File: config.mk
export PLATFORM = sky130hd
export DESIGN_NAME = fwnoc_router_egress_arb
export DESIGN_NICKNAME = d
export VERILOG_FILES = /design/src/rtl/fwnoc_router_egress_arb.sv
export SDC_FILE = /design/constraint.sdc
export NUM_CORES = 1
export LEC_CHECK = 0
export BUFFER_PORTS_ARGS = -buffer_cell sky130_fd_sc_hd__buf_2
export CAP_MARGIN = 20
export CORE_MARGIN = 3
export CORE_UTILIZATION = 30
export DETAILED_ROUTE_END_ITERATION = 8
export GPL_ROUTABILITY_DRIVEN = 0
export PLACE_DENSITY = 0.7
export REMOVE_ABC_BUFFERS = 1
export SLEW_MARGIN = 20
export SYNTH_ARGS = -nofsm -noshare
export SYNTH_HDL_FRONTEND = slang
export SYNTH_SLANG_ARGS = --single-unit
File: constraint.sdc
create_clock -name clock -period 2.5 [get_ports clock]
set_input_delay 0.375 -clock clock [delete_from_list [all_inputs] [get_ports clock]]
set_output_delay 0.375 -clock clock [all_outputs]
set_load 0.02 [all_outputs]
File: src/rtl/fwnoc_router_egress_arb.sv
// fwnoc_router_egress_arb
// Egress manager for one fwnoc router output port. Packets from N_PORTS ready/valid
// ingress streams go onto one egress stream. Each packet is forwarded whole, and
// ports are granted in round-robin order. The payload length is taken from the
// header flit.
// Optional feature macro: FWNOC_EGRESS_PKTCNT_EN (adds the 32-bit packet counter;
// when it is undefined, pkt_count is tied to zero).
`timescale 1ns/1ps

module fwnoc_router_egress_arb #(
   parameter int N_PORTS    = 4,
   parameter int DAT_WIDTH  = 32,
   parameter int SIZE_LSB   = 0,
   parameter int SIZE_WIDTH = 8,
   localparam int IW        = (N_PORTS > 1) ? $clog2(N_PORTS) : 1
) (
   input  logic                         clock,
   input  logic                         reset,
   input  logic [N_PORTS*DAT_WIDTH-1:0] i_dat,
   input  logic [N_PORTS-1:0]           i_valid,
   output logic [N_PORTS-1:0]           i_ready,
   output logic [DAT_WIDTH-1:0]         e_dat,
   output logic                         e_valid,
   input  logic                         e_ready,
   output logic                         busy,
   output logic [IW-1:0]                grant_idx,
   output logic [31:0]                  pkt_count
);

   typedef enum logic [1:0] {
      ST_IDLE = 2'd0,
      ST_HDR  = 2'd1,
      ST_PAY  = 2'd2
   } state_t;

   state_t                 state_q;
   logic [IW-1:0]          grant_q;
   logic [IW-1:0]          rr_q;
   logic [SIZE_WIDTH-1:0]  count_q;

   logic [DAT_WIDTH-1:0]   port_dat_s [N_PORTS];
   logic [IW-1:0]          pick_s;
   logic                   found_s;
   logic [IW:0]            sum_s;
   logic [IW-1:0]          cand_s;
   logic                   hs_s;
   logic                   done_s;
   logic [IW-1:0]          rr_next_s;
   logic [SIZE_WIDTH-1:0]  len_s;

   for (genvar k = 0; k < N_PORTS; k++) begin : g_port
      assign port_dat_s[k] = i_dat[k*DAT_WIDTH +: DAT_WIDTH];
   end

   // Round-robin search: first requesting port at or after rr_q, wrapping modulo N_PORTS
   always_comb begin
      found_s = 1'b0;
      pick_s  = '0;
      sum_s   = '0;
      cand_s  = '0;
      for (int off = 0; off < N_PORTS; off++) begin
         sum_s = {1'b0, rr_q} + (IW+1)'(off);
         if (sum_s >= (IW+1)'(N_PORTS)) begin
            sum_s = sum_s - (IW+1)'(N_PORTS);
         end else begin
            sum_s = sum_s;
         end
         cand_s = sum_s[IW-1:0];
         if (!found_s && i_valid[cand_s]) begin
            found_s = 1'b1;
            pick_s  = cand_s;
         end else begin
            found_s = found_s;
         end
      end
   end

   // Unregistered pass-through from the granted port; e_valid never depends on e_ready
   always_comb begin
      e_dat   = '0;
      e_valid = 1'b0;
      i_ready = '0;
      if (state_q != ST_IDLE) begin
         e_dat            = port_dat_s[grant_q];
         e_valid          = i_valid[grant_q];
         i_ready[grant_q] = e_ready;
      end else begin
         e_dat   = '0;
         e_valid = 1'b0;
         i_ready = '0;
      end
   end

   assign hs_s  = e_valid & e_ready;
   assign len_s = e_dat[SIZE_LSB +: SIZE_WIDTH];

   // A packet ends on a zero-length header or on the last payload handshake
   always_comb begin
      done_s = 1'b0;
      case (state_q)
         ST_HDR:  done_s = hs_s && (len_s == '0);
         ST_PAY:  done_s = hs_s && (count_q == SIZE_WIDTH'(1));
         default: done_s = 1'b0;
      endcase
   end

   // The pointer moves to the port just after the one that finished
   always_comb begin
      rr_next_s = '0;
      if (grant_q == IW'(N_PORTS - 1)) begin
         rr_next_s = '0;
      end else begin
         rr_next_s = grant_q + IW'(1);
      end
   end

   // Packet FSM: arbitrate in IDLE, then hold the grant until the packet completes
   always_ff @(posedge clock) begin
      if (reset) begin
         state_q <= ST_IDLE;
         grant_q <= '0;
         rr_q    <= '0;
         count_q <= '0;
      end else begin
         case (state_q)
            ST_IDLE: begin
               if (found_s) begin
                  grant_q <= pick_s;
                  state_q <= ST_HDR;
               end else begin
                  state_q <= ST_IDLE;
               end
            end
            ST_HDR: begin
               if (hs_s) begin
                  count_q <= len_s;
                  if (done_s) begin
                     rr_q    <= rr_next_s;
                     state_q <= ST_IDLE;
                  end else begin
                     state_q <= ST_PAY;
                  end
               end else begin
                  state_q <= ST_HDR;
               end
            end
            ST_PAY: begin
               if (done_s) begin
                  count_q <= count_q - SIZE_WIDTH'(1);
                  rr_q    <= rr_next_s;
                  state_q <= ST_IDLE;
               end else if (hs_s) begin
                  count_q <= count_q - SIZE_WIDTH'(1);
               end else begin
                  count_q <= count_q;
               end
            end
            default: begin
               state_q <= ST_IDLE;
            end
         endcase
      end
   end

   assign busy      = (state_q != ST_IDLE);
   assign grant_idx = grant_q;

`ifdef FWNOC_EGRESS_PKTCNT_EN
   logic [31:0] pkt_q;

   // Completed-packet counter; wraps naturally from 2^32-1 to 0
   always_ff @(posedge clock) begin
      if (reset) begin
         pkt_q <= 32'd0;
      end else if (done_s) begin
         pkt_q <= pkt_q + 32'd1;
      end else begin
         pkt_q <= pkt_q;
      end
   end

   assign pkt_count = pkt_q;
`else
   assign pkt_count = 32'd0;
`endif

endmodule

==> flow_metrics.env, run 1 <==
export IMPL_synth_most_common_cell="and2_1"
export IMPL_instances_no_fill=512
export IMPL_final_hold_violation_count=0
export IMPL_worstMarginPinSlew_ps=566
export IMPL_fin_crit_sh_pct=95.4
export IMPL_synth_seq_cells=14
export IMPL_avgSynthCellArea_um2=9.22
export IMPL_grt_pass1_vias=2546
export IMPL_start_util_pct=32.0
export IMPL_status="finished, final reports clean"
export IMPL_reg2reg_from="grant_idx[0]"
export IMPL_first_pass_iters=4
export IMPL_peakVddDrop_v=0.000135
export IMPL_async_flop_share_pct=0
export IMPL_nets=561
export IMPL_clkLatencyLatePin_ps=250
export IMPL_h_tree_depth=1
export IMPL_ys_types=40
export IMPL_fin_util_pct=45.7
export IMPL_areaGrowthSynthToFinish_pct=43.0
export IMPL_fin_worst_skew_ps=1.01
export IMPL_yosysTopAreaCell="mux4_2"
export IMPL_synth_top_area_share_pct=33.3
export IMPL_yosys_most_used_dff="dfxtp_1"
export IMPL_critical_path_peak_fanout=10
export IMPL_cp_slowest_cell="or4_4"
export IMPL_cp_top_family="simple AND/OR/NAND/NOR gates"
export IMPL_wl_mm=8.19
export IMPL_syn_inst=242
export IMPL_hold_end="count_q[4]"
export IMPL_worstReg2RegEnd="rr_q[0]"
export IMPL_dp_hpwl_mm=7.12
export IMPL_synth_area_leaders="mux4_2 33%, dfxtp_1 13%, buf_4 11%"
export IMPL_cts_tree="built"
export IMPL_crit_type="flip-flop to flip-flop"
export IMPL_cp_required_ps=2690
export IMPL_power_total_mw=1.01
export IMPL_r2r_cells=5
export IMPL_portBuffers=174
export IMPL_path_buf_inv=0
export IMPL_path_cells="mux4_2, or4_4, o21a_1, or4_4, a21oi_2"
export IMPL_setup_viol=0
export IMPL_powerDensity_mw_per_mm2=316
export IMPL_hp_class="flip-flop to flip-flop"
export IMPL_vias=2500
export IMPL_maxSlewViolCount=0
export IMPL_numCtsBuffers=3
export IMPL_worstSetupStartpointType="flip-flop"
export IMPL_drive_gt1_share_pct=54.7
export IMPL_antenna_found_initial=1
export IMPL_cts_path_max_buffers=2
export IMPL_pin_count=207
export IMPL_holdWs_ps=482
export IMPL_placedCellCount=507
export IMPL_finalCriticalPeriod_ps=2390
export IMPL_path_common_cell="or4_4"
export IMPL_cp_data_arrival_time_ps=2570
export IMPL_coreArea_mm2=0.00698
export IMPL_rsz0062_at_grt="false"
export IMPL_grt_max_degree=22
export IMPL_fin_tns_setup_ps=0
export IMPL_cts_root_buffer="clkbuf_8"
export IMPL_max_stage_delay_ps=560
export IMPL_yosys_warnings=0
export IMPL_cap_violations=0
export IMPL_route_detailed_drc=0
export IMPL_synth_edff_count=0
export IMPL_path_clk_slew_ps=60
export IMPL_initialDrtViolationCount=119
export IMPL_die_w_um=92.2
export IMPL_rows=30
export IMPL_p_leak_nw=1.55
export IMPL_grt_pass1_wl_mm=12.6
export IMPL_grt_overflow_total=0
export IMPL_relSlewSlack_pct=62.2
export IMPL_fmax_mhz=419
export IMPL_wl_per_cell_um=16.0
export IMPL_grt_use_total_pct=18.4
export IMPL_synth_common_cells="37 x and2_1, 33 x mux4_2, 32 x buf_4"
export IMPL_vias_per_cell=4.88
export IMPL_r2r_slack_ps=110
export IMPL_cts_sinks=14
export IMPL_antenna_left=0
export IMPL_die_y_um=92.2
export IMPL_whs_path_depth=2
export IMPL_ys_seq_area_share_pct=12.6
export IMPL_hold_start="count_q[4]"
export IMPL_die_area_mm2=0.00851
export IMPL_syn_cell_area_mm2=0.00223
export IMPL_endpoint_kind="flip-flop"
[how the worst max path moves through the flow]
stage / from / cells after the start / to / slack [ps]
detailed placement: grant_idx[0] / 5 / rr_q[0] / 0.7
finish: grant_idx[0] / 5 / rr_q[0] / 110
global route: grant_idx[0] / 5 / rr_q[0] / 20
floorplan: grant_idx[0] / 5 / rr_q[0] / -1210
global placement: grant_idx[0] / 5 / rr_q[0] / 50
CTS: grant_idx[0] / 5 / rr_q[0] / 70
[state kept, by name (all words and copies together) (netlist names)]
register	flops
count_q	8
grant_idx	2
rr_q	2
state_q	2
[stage by stage]
stage	setup slack [ps]	cell area [um2]
floorplan	-1210	2040
global placement	50.0	3120
detailed placement	0.693	3120
CTS	74.2	3170
global route	18.4	3190
finish	115	3190
[cells in the final DEF, fill, tap and decap left out, drive strengths merged, types with 2 or more instances in the layout]
cell type	count
nand2	11
nor2	14
o211ai	2
and2	37
inv	12
clkbuf	3
nand3	4
o22ai	3
a21oi	12
a211oi	5
buf	185
o31ai	3
ha	9
dfxtp	14
o221ai	3
a21o	3
or4	3
mux4	33
conb	32
nand4	3
nor2b	2
o21ai	9
[power by group]
group          switching (mW)  internal (mW)
clock network          0.0830          0.107
logic                   0.305          0.271
registers              0.0121          0.231
total                   0.400          0.608
[cell type report]
class                      instances  area [um2]
fill                             702        3790
clock buffer                       3        41.3
sequential                        14         285
antenna                            1        2.50
multi-input combinational        200        1730
tap                               96         120
timing repair buffer             185         966
inverter                          13        48.8
[per-layer routing]
metal	wire length [um]	vias up	global-route usage, %
met4	178	0	4.08
met3	687	14	4.43
met1	2950	1174	21.0
met5	0	-	0
li1	-	1183	-
met2	4370	129	34.5
[kinds of logic after synthesis]
kind of cell               count (synthesis)  share of synthesized area, %
AOI/OAI and AO/OA                         45                          12.8
DFF                                       14                          12.6
other                                      1                         0.168
adders and majority gates                  9                          5.05
buffers and inverters                     59                          15.8
and+or+nand+nor                           81                          20.2
muxes                                     33                          33.3
[timing repair]
item | 4_1_cts | 5_1_grt
buffers inserted | 0 | 1
resized for setup | 1 | 3
endpoints found under the setup margin | 1 | 1
hold buffers | 0 | 0
gates cloned | 0 | 0
[worst reg2reg max path: stages, from the launching register on]
cell,delay [ps]
dfxtp_4,440
mux4_2,540
or4_4,560
o21a_1,240
or4_4,420
a21oi_2,130
(Power assumes the default switching activity.)
==> run 2: changes to the inputs <==
--- a/config.mk
+++ b/config.mk
@@ -13,6 +13,7 @@
 export GPL_ROUTABILITY_DRIVEN = 0
 export PLACE_DENSITY = 0.7
 export REMOVE_ABC_BUFFERS = 1
+export SETUP_SLACK_MARGIN = 0.4
 export SLEW_MARGIN = 20
 export SYNTH_ARGS = -nofsm -noshare
 export SYNTH_HDL_FRONTEND = slang
==> flow_metrics.env, run 2 (synthesized netlist as in run 1, its figures left out) <==
export IMPL_p_leak_nw=1.75
export IMPL_power_switching_mw=0.442
export IMPL_cap_violations=0
export IMPL_max_stage_delay_ps=530
export IMPL_grt_use_met3_pct=4.76
export IMPL_setup_slack_ps=131
export IMPL_fin_area_mm2=0.00375
export IMPL_route_detailed_drc=0
export IMPL_instances_no_fill=533
export IMPL_dp_hpwl_mm=7.12
export IMPL_grt_pass1_vias=2686
export IMPL_die_area_mm2=0.00851
export IMPL_worstSetupStartpointType="flip-flop"
export IMPL_peakVddDrop_v=0.000139
export IMPL_path_cells="buf_6, mux4_2, or4_4, o21a_1, or4_4, a21oi_2"
export IMPL_wl_per_cell_um=16.9
export IMPL_portBuffers=174
export IMPL_pin_count=207
export IMPL_rsz0062_at_grt="true"
export IMPL_vias_per_cell=4.93
export IMPL_grt_pass1_wl_mm=13.4
export IMPL_pwr_share_clk_pct=16.1
export IMPL_hp_class="flip-flop to flip-flop"
export IMPL_maxSlewViolCount=0
export IMPL_cts_path_max_buffers=2
export IMPL_cts_root_buffer="clkbuf_8"
export IMPL_grt_use_total_pct=19.8
export IMPL_nets=582
export IMPL_h_tree_depth=1
export IMPL_cts_tree="built"
export IMPL_initialDrtViolationCount=131
export IMPL_antenna_found_initial=1
export IMPL_final_common_cell="buf_2"
export IMPL_power_frac_seq_pct=20.5
export IMPL_numCtsBuffers=3
export IMPL_powerDensity_mw_per_mm2=314
export IMPL_wl_mm=8.99
export IMPL_die_w_um=92.2
export IMPL_setup_viol=0
export IMPL_final_hold_violation_count=0
export IMPL_cp_data_arrival_time_ps=2560
export IMPL_postCtsHoldBufs=0
export IMPL_cp_top_family="simple AND/OR/NAND/NOR gates"
export IMPL_placedCellCount=507
export IMPL_start_util_pct=32.0
export IMPL_top_usage_layer="met2"
export IMPL_regMostFlops="count_q"
export IMPL_fmax_mhz=422
export IMPL_drive_gt1_share_pct=63.8
export IMPL_cp_slowest_cell="or4_4"
export IMPL_finalCriticalPeriod_ps=2370
export IMPL_die_y_um=92.2
export IMPL_coreArea_mm2=0.00698
export IMPL_cts_sinks=14
export IMPL_clkLatencyLatePin_ps=250
export IMPL_endpoint_kind="flip-flop"
export IMPL_path_clk_slew_ps=60
export IMPL_rows=30
export IMPL_areaGrowthSynthToFinish_pct=68.0
export IMPL_grt_use_met2_pct=37.4
export IMPL_combPwrFrac_pct=63.4
export IMPL_status="finished, final reports clean"
export IMPL_antenna_left=0
export IMPL_path_common_cell="or4_4"
export IMPL_switching_share_pct=37.6
export IMPL_place_ws_ps=0.693
export IMPL_fin_worst_skew_ps=2.20
export IMPL_critical_path_peak_fanout=6
export IMPL_vias=2629
export IMPL_crit_type="flip-flop to flip-flop"
export IMPL_first_pass_iters=4
export IMPL_fin_crit_sh_pct=94.7
export IMPL_placed_area_mm2=0.00312
export IMPL_holdWs_ps=482
export IMPL_use_met1_pct=22.0
export IMPL_cp_required_ps=2690
export IMPL_largest_reg_flops=8
export IMPL_path_buf_inv=1
export IMPL_grt_max_degree=22
export IMPL_final_cell_mix="150 x buf_2, 33 x mux4_2, 32 x conb_1"
export IMPL_intPower_mw=0.734
export IMPL_grt_overflow_total=0
[run 2: cell types whose count changed in the layout (fill, tap and decap cells not counted), sizes merged]
cell | before | now
bufbuf | 0 | 1
buf | 185 | 205
inv | 12 | 11
clkinvlp | 0 | 1
[run 2: area by class of cell]
cell class | instances | area, um2
fill | 652 | 3230
multi-input combinational | 200 | 1850
timing repair buffer | 206 | 1400
sequential | 14 | 285
tap | 96 | 120
inverter | 13 | 52.6
clock buffer | 3 | 41.3
antenna | 1 | 2.50
[run 2: timing repair]
action / in CTS / in global routing
gates resized for setup: 75 / 28
gates cloned: 3 / 0
setup endpoints to repair: 41 / 40
setup buffers: 13 / 6
pin swaps: 21 / 5
[run 2: final timing paths]
check                    end  cells past startpoint  slack [ps]         start
setup / recovery     rr_q[0]                      6         130  grant_idx[0]
hold / removal    count_q[6]                      2         480    count_q[6]
setup reg to reg     rr_q[0]                      6         130  grant_idx[0]
hold reg to reg   count_q[6]                      2         480    count_q[6]
[run 2: per-layer routing]
| layer | part of all wire [%] | vias up |
|---|---|---|
| li1 | - | 1227 |
| met1 | 36 | 1240 |
| met2 | 54 | 146 |
| met3 | 7.3 | 16 |
| met4 | 2.5 | 0 |
| met5 | 0 | - |
[run 2: power groups by stage]
| stage | clock network, mW | registers [mW] | logic, mW |
|---|---|---|---|
| finish | 0.189 | 0.241 | 0.746 |
| global route | 0.204 | 0.243 | 0.797 |
| CTS | 0.193 | 0.241 | 0.710 |
| detailed placement | 0 | 0.249 | 0.574 |
| global placement | 0 | 0.248 | 0.565 |
| floorplan | 0 | 0.265 | 0.325 |
[run 2: metrics by stage]
| step | utilization [%] | total power [mW] | setup TNS (ps) |
|---|---|---|---|
| after detailed placement | 44.7 | 0.822 | 0 |
| final | 53.7 | 1.18 | 0 |
| after CTS | 51.3 | 1.15 | 0 |
| after global placement | 44.7 | 0.813 | 0 |
| after global routing | 53.7 | 1.24 | 0 |
| after floorplan | - | 0.590 | -23820 |
[run 2: tightest hold or removal path, stage by stage (launching register included)]
cell and delay, ps:
dfxtp_1 310, o21ai_0 70, a21oi_1 60
